<file path="config.mk">
export PLATFORM = sky130hd
export DESIGN_NAME = video_timing_gen
export DESIGN_NICKNAME = d
export VERILOG_FILES = /design/src/rtl/video_timing_pkg.sv /design/src/rtl/vtg_delay_line.sv /design/src/rtl/video_timing_gen.sv
export SDC_FILE = /design/constraint.sdc
export NUM_CORES = 1
export LEC_CHECK = 0
export ABC_AREA = 1
export CORE_MARGIN = 4
export CORE_UTILIZATION = 25
export CTS_BUF_LIST = sky130_fd_sc_hd__clkbuf_8
export DETAILED_ROUTE_END_ITERATION = 8
export PLACE_DENSITY_LB_ADDON = 0.05
export SYNTH_ARGS = -nofsm -noshare
export SYNTH_HDL_FRONTEND = slang
export SYNTH_SLANG_ARGS = --single-unit
</file>
<file path="constraint.sdc">
create_clock -name i_clk -period 1.5 [get_ports i_clk]
set_input_delay 0.3 -clock i_clk [delete_from_list [all_inputs] [get_ports i_clk]]
set_output_delay 0.3 -clock i_clk [all_outputs]
set_load 0.03 [all_outputs]
</file>
<file path="src/rtl/video_timing_pkg.sv">
// video_timing_pkg: default raster constants, colour-bar table, timing flag bundle and width helper
package video_timing_pkg;
  localparam int DEF_H_ACT  = 640;
  localparam int DEF_H_FP   = 16;
  localparam int DEF_H_SYNC = 96;
  localparam int DEF_H_BP   = 48;
  localparam int DEF_V_ACT  = 480;
  localparam int DEF_V_FP   = 10;
  localparam int DEF_V_SYNC = 2;
  localparam int DEF_V_BP   = 33;
  // {r,g,b} on/off per bar: white, yellow, cyan, green, magenta, red, blue, black
  localparam logic [2:0] BAR_RGB [8] = '{3'b111, 3'b110, 3'b011, 3'b010, 3'b101, 3'b100, 3'b001, 3'b000};
  typedef struct packed {
    logic hs;
    logic vs;
    logic va;
    logic fs;
    logic ls;
  } vtg_flags_t;
  function automatic int cw(input int n);
    return (n < 2) ? 1 : $clog2(n);
  endfunction
endpackage

</file>
<file path="src/rtl/vtg_delay_line.sv">
// vtg_delay_line: DEPTH-stage enabled shift register with async active-low clear (DEPTH=0 is a wire)
module vtg_delay_line #(
  parameter int W     = 1,
  parameter int DEPTH = 2
)(
  input  logic         i_clk,
  input  logic         i_rst_n,
  input  logic         i_en,
  input  logic [W-1:0] i_d,
  output logic [W-1:0] o_q
);
  generate
    if (DEPTH == 0) begin : g_pass
      assign o_q = i_d;
    end else begin : g_dly
      logic [W-1:0] r_sr [DEPTH];
      // shift one stage per enabled cycle, hold otherwise
      always_ff @(posedge i_clk or negedge i_rst_n)
        if (!i_rst_n) for (int i = 0; i < DEPTH; i++) r_sr[i] <= '0;
        else if (i_en) begin
          r_sr[0] <= i_d;
          for (int i = 1; i < DEPTH; i++) r_sr[i] <= r_sr[i-1];
        end
      assign o_q = r_sr[DEPTH-1];
    end
  endgenerate
endmodule

</file>
<file path="src/rtl/video_timing_gen.sv">
// video_timing_gen: raster timing generator aligned to external pixel-fetch latency; VTG_TEST_PATTERN_EN adds i_pattern_sel test patterns
module video_timing_gen
  import video_timing_pkg::*;
#(
  parameter int H_ACT    = DEF_H_ACT,
  parameter int H_FP     = DEF_H_FP,
  parameter int H_SYNC   = DEF_H_SYNC,
  parameter int H_BP     = DEF_H_BP,
  parameter int V_ACT    = DEF_V_ACT,
  parameter int V_FP     = DEF_V_FP,
  parameter int V_SYNC   = DEF_V_SYNC,
  parameter int V_BP     = DEF_V_BP,
  parameter bit HS_POL   = 1'b0,
  parameter bit VS_POL   = 1'b0,
  parameter int COLOR_W  = 8,
  parameter int PIPE_LAT = 2,
  localparam int H_TOTAL = H_ACT + H_FP + H_SYNC + H_BP,
  localparam int V_TOTAL = V_ACT + V_FP + V_SYNC + V_BP,
  localparam int HW      = cw(H_TOTAL),
  localparam int VW      = cw(V_TOTAL)
)(
  input  logic                 i_clk,
  input  logic                 i_rst_n,
  input  logic                 i_en,
  input  logic [3*COLOR_W-1:0] i_pix_in,
`ifdef VTG_TEST_PATTERN_EN
  input  logic [1:0]           i_pattern_sel,
`endif
  output logic [HW-1:0]        o_x,
  output logic [VW-1:0]        o_y,
  output logic                 o_hs,
  output logic                 o_vs,
  output logic                 o_va,
  output logic [COLOR_W-1:0]   o_red,
  output logic [COLOR_W-1:0]   o_green,
  output logic [COLOR_W-1:0]   o_blue,
  output logic                 o_frame_start,
  output logic                 o_line_start
);
  localparam logic [HW-1:0] H_LAST = HW'(H_TOTAL - 1);
  localparam logic [HW-1:0] HS_BEG = HW'(H_ACT + H_FP);
  localparam logic [HW-1:0] HS_END = HW'(H_ACT + H_FP + H_SYNC - 1);
  localparam logic [HW-1:0] H_ACTC = HW'(H_ACT);
  localparam logic [VW-1:0] V_LAST = VW'(V_TOTAL - 1);
  localparam logic [VW-1:0] VS_BEG = VW'(V_ACT + V_FP);
  localparam logic [VW-1:0] VS_END = VW'(V_ACT + V_FP + V_SYNC - 1);
  localparam logic [VW-1:0] V_ACTC = VW'(V_ACT);
`ifdef VTG_TEST_PATTERN_EN
  localparam int PAT_W = 4;
`else
  localparam int PAT_W = 0;
`endif
  localparam int DW = $bits(vtg_flags_t) + PAT_W;

  logic [HW-1:0] r_hcnt, r_x;
  logic [VW-1:0] r_vcnt, r_y;
  vtg_flags_t w_raw, r_raw, w_flags_q;
  logic [DW-1:0] w_dly_d, w_dly_q;
  logic [3*COLOR_W-1:0] w_rgb, r_rgb;
  logic r_hs, r_vs, r_va, r_fs, r_ls;

  // raster counters: h wraps every line, v advances only on h wrap
  always_ff @(posedge i_clk or negedge i_rst_n)
    if (!i_rst_n) begin
      r_hcnt <= '0;
      r_vcnt <= '0;
    end else if (i_en) begin
      r_hcnt <= (r_hcnt == H_LAST) ? '0 : r_hcnt + 1'b1;
      if (r_hcnt == H_LAST) r_vcnt <= (r_vcnt == V_LAST) ? '0 : r_vcnt + 1'b1;
    end

  // raw timing flags (active-high internally) decoded from the counters
  always_comb begin
    w_raw    = '0;
    w_raw.hs = (r_hcnt >= HS_BEG) && (r_hcnt <= HS_END);
    w_raw.vs = (r_vcnt >= VS_BEG) && (r_vcnt <= VS_END);
    w_raw.va = (r_hcnt < H_ACTC) && (r_vcnt < V_ACTC);
    w_raw.fs = (r_hcnt == '0) && (r_vcnt == '0);
    w_raw.ls = (r_hcnt == '0) && (r_vcnt < V_ACTC);
  end

  // x/y and their flags register together; flags clear on reset so the reset x/y=0 is not a pixel
  always_ff @(posedge i_clk or negedge i_rst_n)
    if (!i_rst_n) begin
      r_x   <= '0;
      r_y   <= '0;
      r_raw <= '0;
    end else if (i_en) begin
      r_x   <= r_hcnt;
      r_y   <= r_vcnt;
      r_raw <= w_raw;
    end

`ifdef VTG_TEST_PATTERN_EN
  localparam int BAR_W = H_ACT / 8;
  localparam int BCW   = cw(BAR_W);
  localparam logic [BCW-1:0] BCNT_LAST = BCW'(BAR_W - 1);
  logic [BCW-1:0] r_bcnt;
  logic [2:0] r_bar, w_bar_q, w_bar_rgb;
  logic w_chk_q;

  // bar counter tracks x: restarts with each line and steps every H_ACT/8 pixels
  always_ff @(posedge i_clk or negedge i_rst_n)
    if (!i_rst_n) begin
      r_bcnt <= '0;
      r_bar  <= '0;
    end else if (i_en) begin
      if (r_hcnt == '0) begin
        r_bcnt <= '0;
        r_bar  <= '0;
      end else if (r_bcnt == BCNT_LAST) begin
        r_bcnt <= '0;
        r_bar  <= r_bar + 1'b1;
      end else r_bcnt <= r_bcnt + 1'b1;
    end

  assign w_dly_d   = {r_raw, r_bar, r_x[3] ^ r_y[3]};
  assign {w_flags_q, w_bar_q, w_chk_q} = w_dly_q;
  assign w_bar_rgb = BAR_RGB[w_bar_q];

  // colour source: external pixels or one of the generated patterns
  always_comb
    w_rgb = (i_pattern_sel == 2'd0) ? i_pix_in :
            (i_pattern_sel == 2'd1) ? {{COLOR_W{w_bar_rgb[2]}}, {COLOR_W{w_bar_rgb[1]}}, {COLOR_W{w_bar_rgb[0]}}} :
            (i_pattern_sel == 2'd2) ? {3*COLOR_W{1'b1}} : {3*COLOR_W{w_chk_q}};
`else
  assign w_dly_d   = r_raw;
  assign w_flags_q = w_dly_q;
  assign w_rgb     = i_pix_in;
`endif

  vtg_delay_line #(.W(DW), .DEPTH(PIPE_LAT)) u_dly (
    .i_clk  (i_clk),
    .i_rst_n(i_rst_n),
    .i_en   (i_en),
    .i_d    (w_dly_d),
    .o_q    (w_dly_q)
  );

  // output register: apply sync polarity, blank colour outside active video
  always_ff @(posedge i_clk or negedge i_rst_n)
    if (!i_rst_n) begin
      r_hs  <= ~HS_POL;
      r_vs  <= ~VS_POL;
      r_va  <= 1'b0;
      r_fs  <= 1'b0;
      r_ls  <= 1'b0;
      r_rgb <= '0;
    end else if (i_en) begin
      r_hs  <= w_flags_q.hs ? HS_POL : ~HS_POL;
      r_vs  <= w_flags_q.vs ? VS_POL : ~VS_POL;
      r_va  <= w_flags_q.va;
      r_fs  <= w_flags_q.fs;
      r_ls  <= w_flags_q.ls;
      r_rgb <= w_flags_q.va ? w_rgb : '0;
    end

  assign o_x           = r_x;
  assign o_y           = r_y;
  assign o_hs          = r_hs;
  assign o_vs          = r_vs;
  assign o_va          = r_va;
  assign o_frame_start = r_fs;
  assign o_line_start  = r_ls;
  assign {o_red, o_green, o_blue} = r_rgb;
endmodule

</file>
==> flow_metrics.py <==
metrics = {
    "yosys": {
        "synth-edff-count": 0,
        "yosysSeqAreaShare_pct": 57.1,
        "synth_mux_area_share_pct": 0,
        "ys_ff_latch": 84,
        "synth_xor_xnor_area_share_pct": 1.90,
        "syn_area_mm2": 0.00368,
        "synthArstFlopShare_pct": 100,
        "yosysTopAreaCell": "dfrtp_1",
        "yosys-top-cells-area": "dfrtp_1 (56%), nand2_1 (16%), nand3_1 (5.6%)",
        "synthAdderAreaFrac_pct": 1.70,
        "ys_top_cells_by_count": "nand2_1 (161), dfrtp_1 (82), nand3_1 (41)",
        "synthCells": 425,
        "ys.flop_type": "dfrtp_1",
        "synth_compound_area_share_pct": 4.65,
        "synth.distinct_cells": 34,
        "synth-simple-area-share_pct": 28.6,
        "synth_top_family_by_area": "simple AND/OR/NAND/NOR gates",
        "syn_nets": 457,
        "yosysTopAreaCellShare_pct": 55.7,
        "synth_warnings": 0,
        "synth.avg_cell_area_um2": 8.67,
        "yosysMostFrequentCell": "nand2_1",
    },
    "cts": {
        "cts_buffers": 9,
        "cts_tree": "done",
        "cts_max_path_buffers": 2,
        "path_clk_slew_ps": 80,
        "clock_latency_ps": 370,
        "h-tree-depth": 3,
        "cts.sinks": 84,
        "root_buffer": "clkbuf_8",
    },
    "run": {
        "maxCapViolations": 0,
    },
    "placed_design": {
        "pre_cts_ws_ps": 22.3,
        "hpwl_um": 6960,
        "gp_congestion": 0.849,
        "port_buffers": 75,
        "placed_area_mm2": 0.00471,
        "dp_cells": 684,
    },
    "drt": {
        "detail-route-antenna-nets": 0,
        "vias": 3074,
        "drt_wl_total_um": 9900,
        "via_per_inst": 4.35,
        "post_drt_wl_per_cell_um": 14.0,
        "dr.pass1.iters": 4,
        "drc": 0,
        "drt-initial-drc-count": 168,
    },
    "power": {
        "leakage_nw": 2.60,
        "ir_worst_vdd_mv": 0.398,
        "power.density_mw_per_mm2": 1310,
    },
    "sta": {
        "finalSetupViolations": 0,
        "max_slew_margin_pct": 66.7,
        "final.setup.worst_slack_ps": 51.2,
        "setup_tns_ps": 0,
        "worst_pin_slew_ps": 494,
        "holdWs_ps": 318,
        "final_hold_viol_count": 0,
        "fmax_mhz": 690,
        "maxSlewViolCount": 0,
        "fin_crit_ps": 1450,
        "skew_ps": 8.24,
        "rsz0062_at_grt": "no",
        "fin_crit_sh_pct": 96.6,
    },
    "floorplan": {
        "die_h_um": 129,
        "fp.coreArea_mm2": 0.0145,
        "ios": 76,
        "dieArea_mm2": 0.0167,
        "die_w_um": 129,
        "start_util_pct": 25.4,
        "rows": 44,
    },
    "setup_path": {
        "worstPathRequired_ps": 1200,
        "cp_top_family": "buffers and inverters",
        "r2r_start": "r_hcnt[1]",
        "cp_slowest_cell": "dlygate4sd2_1",
        "critPathKind": "flop to primary output",
        "rr_endpoint": "r_vcnt[5]",
        "ff2ff_path_depth": 8,
        "start_kind": "flop",
        "r2r_slack_ps": 100,
        "critical-path-max-stage-delay_ps": 420,
        "worstPathArrival_ps": 1150,
        "critPathBufInv": 1,
        "worstPathCellList": "dlygate4sd2_1",
        "path_max_fanout": 2,
        "end_kind": "primary output",
    },
    "worst_hold_path": {
        "hold_depth": 3,
        "hold_path_end": "o_x[3]",
        "min_from": "i_en",
        "hold_path_class": "primary input to flop",
    },
    "run_status": {
        "status": "completed",
    },
    "final_layout": {
        "multi_input_area_mm2": 0.00136,
        "n_antenna_cell": 0,
        "seq_area_mm2": 0.00210,
        "drive_gt1_share_pct": 10.7,
        "layout.nets": 550,
        "n_fill_cell": 1556,
        "syn_to_final_growth_pct": 32.9,
        "design_area_mm2": 0.00490,
        "finalNonFillerCells": 707,
    },
    "grt": {
        "grt_pass1_wl_um": 16500,
        "grt_pass1_vias": 3235,
        "antenna_found_initial": 0,
        "track_usage_pct": 12.6,
        "grt_max_degree": 41,
        "grt-ovfl-total": 0,
    },
}
routing by layer:
| layer | part of all wire (%) | up-vias | wire length [µm] | track usage, % |
|---|---|---|---|---|
| met5 | 0 | - | 0 | 0 |
| met1 | 48 | 1455 | 4750 | 17.2 |
| met3 | 5.1 | 15 | 503 | 2.56 |
| li1 | - | 1531 | - | - |
| met2 | 45 | 73 | 4430 | 19.1 |
| met4 | 2.3 | 0 | 223 | 5.93 |
flip-flops by register name, summed over array words and instances (netlist names):
name and cells:
o_hs 1, r_rgb 24, o_vs 1, o_frame_start 1, r_hcnt 10, u_dly.o_q 5, o_va 1, o_line_start 1
o_x 10, u_dly.g_dly.r_sr 5, o_y 10, r_vcnt 10, r_raw 5
cell families (layout without fill, tap and decap cells):
group | Yosys count | in the layout
xor gates and xnor gates | 8 | 8
adders and majority gates | 5 | 5
buffers and inverters | 49 | 147
and+or+nand+nor | 247 | 247
DFF | 84 | 84
AOI/OAI and AO/OA | 32 | 32
layout by cell type (no fill, tap or decap), types with 3 or more instances in the layout:
cell type        synthesis  final
inv_2                    2      3
xor2_1                   5      5
xnor2_1                  3      3
clkdlybuf4s15_1          0      3
a21oi_1                  4      4
nor2_1                  28     27
buf_12                   0      3
clkbuf_8                 0     10
nand2_1                161    161
o21ai_0                 23     21
clkdlybuf4s50_1          0     24
inv_1                   27     30
nand3_1                 41     41
dlygate4sd2_1            0     44
nand4_1                  4      4
ha_1                     5      4
buf_4                    4     26
dfrtp_1                 82     82
report_power, final:
group          total (mW)  switching, mW  internal, mW
Combinational        2.04           1.36         0.689
Clock                1.44          0.822         0.619
Sequential           2.93          0.251          2.68
worst min-delay path, delay by kind of cell:
kind / cells / cell delay (ps)
buffers and inverters: 1 / 170
AND/OR/NAND/NOR: 2 / 170
area by class of cell:
type / count / share of cell area [%]
repair buffers: 102 / 18.9
well taps: 184 / 4.70
inverters: 29 / 2.30
flip-flops and latches: 84 / 43.0
clock buffers: 10 / 2.81
multi-input cells: 292 / 27.8
clock inverters: 6 / 0.536
what timing repair did:
action | CTS | global route
setup endpoints to repair | 48 | 13
resized for setup | 48 | 7
pin swaps | 1 | 2
hold buffers | 1 | 0
hold endpoints to repair | 22 | 0
setup buffers | 3 | 3
worst max path at each step:
stage | startpoint | endpoint | cells after the start
final | r_rgb[12] | o_green[4] | 1
after global routing | r_rgb[12] | o_green[4] | 1
after CTS | r_rgb[12] | o_green[4] | 1
after detailed placement | r_hcnt[1] | r_hcnt[8] | 8
after global placement | i_en | r_raw[0] | 5
after floorplan | r_vcnt[0] | r_vcnt[3] | 7
stage by stage:
stage	total power, mW	utilization (%)
6_report	6.41	33.8
5_1_grt	6.87	33.8
3_3_place_gp	5.18	32.6
3_5_place_dp	5.18	32.6
2_1_floorplan	4.20	-
4_1_cts	6.49	33.6
Power figures use the tool's default switching activity.
